**config.mk**
```make
export PLATFORM = sky130hd
export DESIGN_NAME = systolic_sequencer
export DESIGN_NICKNAME = d
export VERILOG_FILES = /design/src/rtl/systolic_sequencer.sv
export SDC_FILE = /design/constraint.sdc
export NUM_CORES = 1
export LEC_CHECK = 0
export ABC_CLOCK_PERIOD_IN_PS = 6600
export BUFFER_PORTS_ARGS = -buffer_cell sky130_fd_sc_hd__buf_2
export CAP_MARGIN = 30
export CORE_MARGIN = 2
export CORE_UTILIZATION = 53
export DETAILED_ROUTE_END_ITERATION = 8
export PLACE_DENSITY = 0.78
export SYNTH_ARGS = -nofsm -noshare
export SYNTH_HDL_FRONTEND = slang
export SYNTH_SLANG_ARGS = --single-unit
```
**constraint.sdc**
```tcl
create_clock -name clk -period 6.6 [get_ports clk]
set_input_delay 0.66 -clock clk [delete_from_list [all_inputs] [get_ports clk]]
set_output_delay 0.66 -clock clk [all_outputs]
set_load 0.02 [all_outputs]
```
**src/rtl/systolic_sequencer.sv**
```systemverilog
`default_nettype none
// ============================================================================
// Module      : systolic_sequencer
// Description : Job controller for a weight-stationary systolic array: loads
//               weight rows, streams skewed data vectors, deskews column sums
//               into a credit-managed result FIFO.
//               Optional macro SYSTOLIC_SEQ_PERF_EN adds a stall counter.
// Revision    : 1.0 - initial release
// ============================================================================
module systolic_sequencer #(
    parameter int MATRIX_SIZE = 2,
    parameter int DATA_SIZE   = 32,
    parameter int ARRAY_LAT   = 2,
    parameter int FIFO_DEPTH  = 4
) (
    input  logic                                 clk,
    input  logic                                 reset,
    input  logic                                 start,
    input  logic [15:0]                          num_vectors,
    input  logic                                 w_valid,
    output logic                                 w_ready,
    input  logic [MATRIX_SIZE-1:0][DATA_SIZE-1:0] w_row,
    input  logic                                 d_valid,
    output logic                                 d_ready,
    input  logic [MATRIX_SIZE-1:0][DATA_SIZE-1:0] d_vec,
    output logic                                 arr_ld_weight,
    output logic [MATRIX_SIZE-1:0][DATA_SIZE-1:0] arr_in_weights,
    output logic [MATRIX_SIZE-1:0][DATA_SIZE-1:0] arr_in_data,
    input  logic [MATRIX_SIZE-1:0][DATA_SIZE-1:0] arr_out_sum,
    output logic                                 r_valid,
    input  logic                                 r_ready,
    output logic [MATRIX_SIZE-1:0][DATA_SIZE-1:0] r_vec,
    output logic                                 busy,
`ifdef SYSTOLIC_SEQ_PERF_EN
    output logic [31:0]                          stall_cycles,
`endif
    output logic                                 done
);

    localparam int c_TAG_DEPTH = ARRAY_LAT + MATRIX_SIZE - 1;
    localparam int c_PW        = $clog2(FIFO_DEPTH);
    localparam int c_CW        = $clog2(FIFO_DEPTH + c_TAG_DEPTH + 1);
    localparam int c_RW        = $clog2(MATRIX_SIZE + 1);

    localparam logic [1:0] c_ST_IDLE   = 2'd0;
    localparam logic [1:0] c_ST_LOAD_W = 2'd1;
    localparam logic [1:0] c_ST_STREAM = 2'd2;
    localparam logic [1:0] c_ST_DRAIN  = 2'd3;

    logic [1:0]                             r_state;
    logic [1:0]                             w_state_next;
    logic [c_RW-1:0]                        r_row_cnt;
    logic [15:0]                            r_remaining;
    logic [c_TAG_DEPTH-1:0]                 r_tag;
    logic [c_CW-1:0]                        r_count;
    logic [c_CW-1:0]                        w_inflight;
    logic [c_CW-1:0]                        w_mem_count;
    logic [c_PW-1:0]                        r_wr_ptr;
    logic [c_PW-1:0]                        r_rd_ptr;
    logic [MATRIX_SIZE-1:0][DATA_SIZE-1:0]  r_mem [FIFO_DEPTH];
    logic                                   r_head_valid;
    logic [MATRIX_SIZE-1:0][DATA_SIZE-1:0]  r_head_vec;
    logic [MATRIX_SIZE-1:0][DATA_SIZE-1:0]  w_aligned;
    logic                                   w_wt_accept;
    logic                                   w_dv_accept;
    logic                                   w_has_credit;
    logic                                   w_start_ok;
    logic                                   w_push;
    logic                                   w_pop;
    logic                                   w_load_head;
    logic                                   w_from_mem;
    logic                                   w_bypass;
    logic                                   w_mem_wr;

    assign w_start_ok  = (r_state == c_ST_IDLE) && start;
    assign w_wt_accept = w_valid && w_ready;
    assign w_dv_accept = d_valid && d_ready;
    assign busy        = (r_state != c_ST_IDLE);

    always_ff @(posedge clk or posedge reset) begin
        if (reset) begin
            r_state <= c_ST_IDLE;
        end else begin
            r_state <= w_state_next;
        end
    end

    always_comb begin
        w_state_next = r_state;
        w_ready      = 1'b0;
        d_ready      = 1'b0;
        done         = 1'b0;
        case (r_state)
            c_ST_IDLE: begin
                if (start) w_state_next = c_ST_LOAD_W;
            end
            c_ST_LOAD_W: begin
                w_ready = 1'b1;
                if (w_valid && (r_row_cnt == c_RW'(MATRIX_SIZE - 1)))
                    w_state_next = (r_remaining != '0) ? c_ST_STREAM : c_ST_DRAIN;
            end
            c_ST_STREAM: begin
                d_ready = (r_remaining != '0) && w_has_credit;
                if (d_valid && d_ready && (r_remaining == 16'd1))
                    w_state_next = c_ST_DRAIN;
            end
            c_ST_DRAIN: begin
                if ((r_tag == '0) && (r_count == '0)) begin
                    done         = 1'b1;
                    w_state_next = c_ST_IDLE;
                end
            end
            default: w_state_next = c_ST_IDLE;
        endcase
    end

    always_ff @(posedge clk or posedge reset) begin
        if (reset) begin
            r_row_cnt   <= '0;
            r_remaining <= '0;
        end else begin
            if (w_start_ok) begin
                r_row_cnt   <= '0;
                r_remaining <= num_vectors;
            end
            if (w_wt_accept) r_row_cnt <= r_row_cnt + c_RW'(1);
            if (w_dv_accept) r_remaining <= r_remaining - 16'd1;
        end
    end

    assign arr_ld_weight  = w_wt_accept;
    assign arr_in_weights = w_wt_accept ? w_row : '0;

    // Lane k is skewed by k stages on the way in and by MATRIX_SIZE-1-k on
    // the way out, so every lane of a result vector lines up in one cycle.
    for (genvar k = 0; k < MATRIX_SIZE; k++) begin : g_lane
        localparam int c_DLY = MATRIX_SIZE - 1 - k;
        logic [DATA_SIZE-1:0] w_lane_in;
        assign w_lane_in = w_dv_accept ? d_vec[k] : '0;

        if (k == 0) begin : g_direct
            assign arr_in_data[k] = w_lane_in;
        end else begin : g_skew
            logic [DATA_SIZE-1:0] r_sk [k];
            always_ff @(posedge clk or posedge reset) begin
                if (reset) begin
                    for (int s = 0; s < k; s++) r_sk[s] <= '0;
                end else begin
                    r_sk[0] <= w_lane_in;
                    for (int s = 1; s < k; s++) r_sk[s] <= r_sk[s-1];
                end
            end
            assign arr_in_data[k] = r_sk[k-1];
        end

        if (c_DLY == 0) begin : g_align
            assign w_aligned[k] = arr_out_sum[k];
        end else begin : g_deskew
            logic [DATA_SIZE-1:0] r_ds [c_DLY];
            always_ff @(posedge clk or posedge reset) begin
                if (reset) begin
                    for (int s = 0; s < c_DLY; s++) r_ds[s] <= '0;
                end else begin
                    r_ds[0] <= arr_out_sum[k];
                    for (int s = 1; s < c_DLY; s++) r_ds[s] <= r_ds[s-1];
                end
            end
            assign w_aligned[k] = r_ds[c_DLY-1];
        end
    end

    always_ff @(posedge clk or posedge reset) begin
        if (reset) begin
            r_tag <= '0;
        end else begin
            r_tag[0] <= w_dv_accept;
            for (int i = 1; i < c_TAG_DEPTH; i++) r_tag[i] <= r_tag[i-1];
        end
    end

    // Tagged vectors still in the array already own a FIFO slot.
    always_comb begin
        w_inflight = '0;
        for (int i = 0; i < c_TAG_DEPTH; i++) w_inflight = w_inflight + c_CW'(r_tag[i]);
    end
    assign w_has_credit = (r_count + w_inflight) < c_CW'(FIFO_DEPTH);

    // The head register holds the oldest entry; r_count includes it.
    assign w_push      = r_tag[c_TAG_DEPTH-1];
    assign w_pop       = r_head_valid && r_ready;
    assign w_mem_count = r_count - c_CW'(r_head_valid);
    assign w_load_head = !r_head_valid || w_pop;
    assign w_from_mem  = w_load_head && (w_mem_count != '0);
    assign w_bypass    = w_load_head && !w_from_mem && w_push;
    assign w_mem_wr    = w_push && !w_bypass;

    always_ff @(posedge clk) begin
        if (w_mem_wr) r_mem[r_wr_ptr] <= w_aligned;
    end

    always_ff @(posedge clk or posedge reset) begin
        if (reset) begin
            r_wr_ptr     <= '0;
            r_rd_ptr     <= '0;
            r_count      <= '0;
            r_head_valid <= 1'b0;
            r_head_vec   <= '0;
        end else begin
            if (w_mem_wr) r_wr_ptr <= r_wr_ptr + c_PW'(1);
            if (w_from_mem) begin
                r_head_vec   <= r_mem[r_rd_ptr];
                r_head_valid <= 1'b1;
                r_rd_ptr     <= r_rd_ptr + c_PW'(1);
            end else if (w_bypass) begin
                r_head_vec   <= w_aligned;
                r_head_valid <= 1'b1;
            end else if (w_pop) begin
                r_head_valid <= 1'b0;
            end
            r_count <= r_count + c_CW'(w_push) - c_CW'(w_pop);
        end
    end

    assign r_valid = r_head_valid;
    assign r_vec   = r_head_vec;

`ifdef SYSTOLIC_SEQ_PERF_EN
    logic [31:0] r_stall_cnt;
    always_ff @(posedge clk or posedge reset) begin
        if (reset) begin
            r_stall_cnt <= '0;
        end else if (w_start_ok) begin
            r_stall_cnt <= '0;
        end else if ((r_state == c_ST_STREAM) && d_valid && !d_ready && (r_stall_cnt != '1)) begin
            r_stall_cnt <= r_stall_cnt + 32'd1;
        end
    end
    assign stall_cycles = r_stall_cnt;
`endif

endmodule
`default_nettype wire

```
=== Word level (Yosys, flattened, before mapping) ===
Memories as Yosys holds them, arrays and structs flattened.
Cells that the tools add are included.

* Input bits: 214
* ROM bits: 0
* Flip-flop bits (word level): 159
* RAM bits: 256
* Output and inout port bits: 198
* Logic and storage cells: 85
* Memories: 1
* Bits in latches: 0

* Div/mod/pow operators: 0
* Reductions and logical operators: 28
* Shift-type cells: 0
* Bitwise gates (word level): 0
* Equal/unequal tests: 9
* Multipliers: 0
* Add/sub/neg operators: 10
* Magnitude comparators: 1
* Multiplexer cells: 24

{| class="wikitable"
|+ Memory list
! name !! words !! width !! read ports !! clocked after Yosys merged registers in !! write ports !! line !! RTL
|-
| r_mem || 4 || 64 || 1 || 0 || 1 || 60 || <nowiki>logic [MATRIX_SIZE-1:0][DATA_SIZE-1:0] r_mem [FIFO_DEPTH];</nowiki>
|}

{| class="wikitable"
|+ Operator list
! operator !! count
|-
| 2-to-1 mux 64 bit || 3
|-
| 2-to-1 mux 32 bit || 2
|-
| 2-to-1 mux 16 bit || 2
|-
| equality test 16 x 1 -> 1 bit (second input constant) || 1
|-
| nonzero test 16 bit || 1
|-
| subtractor 16 x 1 -> 16 bit (second input constant) || 1
|-
| logical AND 1 bit || 13
|-
| 2-to-1 mux 2 bit || 6
|-
| 2-to-1 mux 1 bit || 10
|-
| != test 2 bit (second input constant) || 4
|-
| case mux 2 bit (4 select lines) || 1
|-
| nonzero test 2 bit || 4
|-
| adder 2 x 1 -> 2 bit (second input constant) || 3
|-
| zero test 3 bit || 2
|-
| nonzero test 3 bit || 2
|-
| subtractor 3 x 1 -> 3 bit || 2
|-
| equality test 2 x 1 -> 1 bit (second input constant) || 2
|-
| equality test 2 bit (second input constant) || 2
|-
| AND reduction 4 bit || 1
|-
| adder 2 x 1 -> 3 bit || 1
|-
| adder 3 x 1 -> 3 bit || 1
|-
| adder 3 bit || 1
|-
| zero test 1 bit || 3
|-
| < comparator 3 bit (second input constant) || 1
|-
| 3 further kinds || 3
|}

=== Logic depth before layout (Yosys ltp) ===
* Word-level depth: 10
* Depth in mapped cells: 10
* Mapped depth without buffers: 8

=== Worst setup path after synthesis ===
OpenSTA, ideal clock, no wires.

* Kind: flip-flop to flip-flop
* Start point: register r_head_valid (netlist: r_valid)
* End point: memory r_mem[0][0] (netlist name), enable pin
* Arrival: 2680 ps
* Period minus slack after synthesis: 3109 ps
* Data required time: 6171 ps
* Setup slack: 3491 ps
* Stages on the path, launching flop included: 6
* Path buffers: 0
* Library setup time: 429 ps
* Cell sequence: dfrtp_1 -> ha_1 -> xnor2_1 -> nand3b_1 -> o21a_1 -> and2_1

* Longest elaborated chain between the ends: 10
* Elaborated cells between the ends (all ways): 13
* Classes of those cells: add/sub (1); mux (2); reduce/logical (10)

{| class="wikitable"
|+ Ends and longest elaborated chain
! element !! line !! RTL
|-
| start, declared || 61 || <nowiki>logic r_head_valid;</nowiki>
|-
| start signal, assigned || 206 || <nowiki>r_head_valid <= 1'b0;</nowiki>
|-
| start signal, assigned || 212 || <nowiki>r_head_valid <= 1'b1;</nowiki>
|-
| start signal, assigned || 216 || <nowiki>r_head_valid <= 1'b1;</nowiki>
|-
| subtractor 3 x 1 -> 3 bit (tied with other cells) || 191 || <nowiki>assign w_mem_count = r_count - c_CW'(r_head_valid);</nowiki>
|-
| nonzero test 3 bit / logical OR 1 bit (equally long branches) || 193, 192 ||
|-
| logical AND 1 bit || 193 || <nowiki>assign w_from_mem = w_load_head && (w_mem_count != '0);</nowiki>
|-
| zero test 1 bit || 194 || <nowiki>assign w_bypass = w_load_head && !w_from_mem && w_push;</nowiki>
|-
| logical AND 1 bit (*) (2 in series) || 194 ||
|-
| zero test 1 bit (*) || 195 || <nowiki>assign w_mem_wr = w_push && !w_bypass;</nowiki>
|-
| logical AND 1 bit (*) || 195 ||
|-
| 2-to-1 mux 1 bit (*) || 198 || <nowiki>if (w_mem_wr) r_mem[r_wr_ptr] <= w_aligned;</nowiki>
|-
| 2-to-1 mux 1 bit (not written as such) (*) || 198 ||
|-
| end, declared || 60 ||
|}

Every way passes the cells marked *; elsewhere a longest branch is shown, timed or not.

==> out/summary.txt <==
DRC = 0
Yosys top cell area share = 46.45%
Critical Path RT = 5940 ps
Compound-Gate Fraction of Synth Area = 4.302%
Status = complete, no violations
Buffers plus inverters on the worst setup path = 3
Worst r2r src = r_tag[0]$_DFF_PP0_
Overall die width = 180.7 um
Leakage power total = 0.008875 uW
Mux share of post-synthesis cell area = 12.65%
Total Routing Usage GR = 28.28%
Root buffer cell = clkbuf_16
Hold WS = 182.1 ps
Fin area = 0.02052 mm2
XOR/XNOR Fraction of Synth Area = 0.3705%
Global-route wire length before repair = 68.48 mm
FF-to-FF End = g_lane[1].g_skew.r_sk[29]$_DFF_PP0_
Setup TNS = 0 ps
Cells after Synth = 1022
Vias in the first global route = 10804
Critical Path Start Type = flip-flop
Critical Path Source = r_tag[0]$_DFF_PP0_
CP Depth = 9
DPL Wire Length = 32.06 mm
Syn_area_per_cell = 16.19 um2
Synth Area in Simple Gates = 8.680%
Worst VDD drop = 0.2913 mV
Worst slew margin = 29.98%
Via density = 5.625
Worst-Skew Late Latency = 530 ps
Main combinational cell family by area after synthesis = multiplexers
Synth cell types = 43
Least-Margin Pin Slew = 1045 ps
Routed wire per std cell = 24.91 um
Fillcell total = 2113
Pwr Total = 8732 uW
I/O Buffers = 411
Die ar. = 0.03265 mm2
R2R setup slack = 3080 ps
Post-synth net total = 1255
DRT Pass-1 Iters = 4
Cts repair resizes = 0
Synth Cell Area = 0.01655 mm2
Worst setup EP type = primary output
TritonCTS Sinks = 415
Worst Reg2Reg Path Length in Cells = 8
Max_cap viols = 0
Final ANT Viol Nets = 0
Hold Fails Final Rpt = 0
CTS Buffer Depth = 3
Ys async rst share = 38.31%
Pins Over Slew Limit = 0
PwrDens = 425.6 mW/mm2
Vias after detailed routing = 10474
Synth Area in Adders = 1.527%
Initial core utilization = 53.96%
H-tree depth = 2
Worst-path cell chain = fa_1, ha_1, a31oi_1, xor2_1, nand3_1, inv_2, buf_4, and2_1, buf_2
Final setup fails = 0
Buffer count from post-CTS setup fixing = 0
Main synth FF type = edfxtp_1
I/O pins = 412
Most common cell in the netlist = edfxtp_1
Unrepaired setup endpoints after global routing = false
Skew final = 15.38 ps
TritonCTS clock tree = done
Slowest cell on crit path = inv_2
Core area = 0.03067 mm2
Die Y = 180.7 um
Critical Path Max Stage Delay = 640 ps
Worst min path class = input port to asynchronous set/reset pin
Placed inst area = 0.01907 mm2
Antenna violations before repair = 13
Final period utilization = 72.90%
Largest net degree at the start of global routing = 80
Tmin final = 4812 ps
Crit path DAT = 4150 ps
Cell taking the most area after synthesis = edfxtp_1
Worst setup endpoint = arr_in_data[20]
Cts hold-fix bufs = 0
Crit path kind = flip-flop to primary output
Initial drt markers = 813
Synthesis-to-finish area growth = 23.98%
Finished Core Util = 66.90%
CTS clk-pin slew, worst paths = 60 ps
Num rows = 64
Layout cells sized above 1 = 40.26%
Overflow after GRT = 0
#FFs+latches synth = 415
Nets = 1659
Num CTS Buffers = 42
Ys Warns = 0
Crit Path Max Fanout = 45
Gpl congestion = 0.9527
Wirelength, routed = 46.37 mm
Top post-synthesis cells by count = edfxtp_1, dfrtp_1, nand2_1
Number of flops mapped to enable cells by yosys = 256
Register area share after synthesis = 70.50%
Synth top area cells = edfxtp_1, dfrtp_1, mux4_2
Crit-path leading delay family = buffers and inverters
Fmax = 207.8 MHz
==> final cells by class <==
type                            instances  area [um2]  area share [%]
Antenna cell                            8       20.02         0.09757
Clock buffer                           55        1160           5.653
Clock inverter                         21       266.5           1.299
Inverter                               20       80.08          0.3903
Multi-Input combinational cell        525        4582           22.33
Sequential cell                       415       11670           56.90
Tap cell                              396       495.5           2.415
Timing Repair Buffer                  422        2240           10.92
==> stage by stage <==
| step | std cells | worst slack (ps) |
|---|---|---|
| floorplan | 1022 | 1648 |
| global placement | 1773 | 2602 |
| detailed placement | 1778 | 2429 |
| CTS | 1854 | 1828 |
| global route | 1859 | 1500 |
| finish | 1862 | 1788 |
==> cell usage in the layout, fill, tap and decap left out, types with 14 or more instances in the layout <==
| cell type | count |
|---|---|
| buf_2 | 411 |
| edfxtp_1 | 256 |
| dfrtp_1 | 157 |
| nand2_1 | 76 |
| o21ai_0 | 68 |
| and2_1 | 66 |
| and3_1 | 65 |
| mux4_2 | 64 |
| mux2i_1 | 64 |
| clkbuf_16 | 42 |
| inv_1 | 18 |
| nand3_1 | 16 |
| ha_1 | 16 |
| o221a_2 | 14 |
==> worst register-to-register path, cell delays in order (launching register included) <==
cell and delay [ps]:
dfrtp_1 420, fa_1 440, ha_1 280, a31oi_1 200
xor2_1 350, nand3_1 430, inv_2 650, buf_4 470
and2_1 220
==> report_power, final <==
group / internal, uW / total (uW) / switching [uW]
logic: 1160 / 2690 / 1530
clock network: 1470 / 2450 / 976
registers: 3180 / 3600 / 410
total: 5820 / 8730 / 2910
==> routing by layer <==
| layer | routed length [um] | track usage, % |
|---|---|---|
| met3 | 2838 | 5.019 |
| met4 | 2002 | 11.26 |
| met5 | 0 | 0 |
| met2 | 24140 | 49.96 |
| met1 | 17400 | 34.63 |
==> worst min-delay path by stage <==
stage                             from                                 end  cells past startpoint
global placement    r_tag[1]$_DFF_PP0_                  r_tag[2]$_DFF_PP0_                      0
floorplan           r_tag[1]$_DFF_PP0_                  r_tag[2]$_DFF_PP0_                      0
finish                           reset  g_lane[1].g_skew.r_sk[7]$_DFF_PP0_                      2
global route                     reset  g_lane[1].g_skew.r_sk[6]$_DFF_PP0_                      2
detailed placement  r_tag[1]$_DFF_PP0_                  r_tag[2]$_DFF_PP0_                      0
CTS                              reset  g_lane[1].g_skew.r_sk[8]$_DFF_PP0_                      2
==> state kept, by name, indices dropped and copies added (netlist names) <==
signal / cells
g_lane.g_deskew.r_ds: 32
g_lane.g_skew.r_sk: 32
r_count: 3
r_mem: 256
r_rd_ptr: 2
r_remaining: 16
r_row_cnt: 2
r_state: 2
r_tag: 3
r_valid: 1
r_vec: 64
r_wr_ptr: 2
==> kinds of logic after synthesis <==
group	after synthesis
AOI/OAI and AO/OA	111
xor gates and xnor gates	7
adders and majority gates	19
buffers and inverters	82
DFF	415
muxes	129
and+or+nand+nor	259
Note: power is estimated with default switching activity, not from simulation.
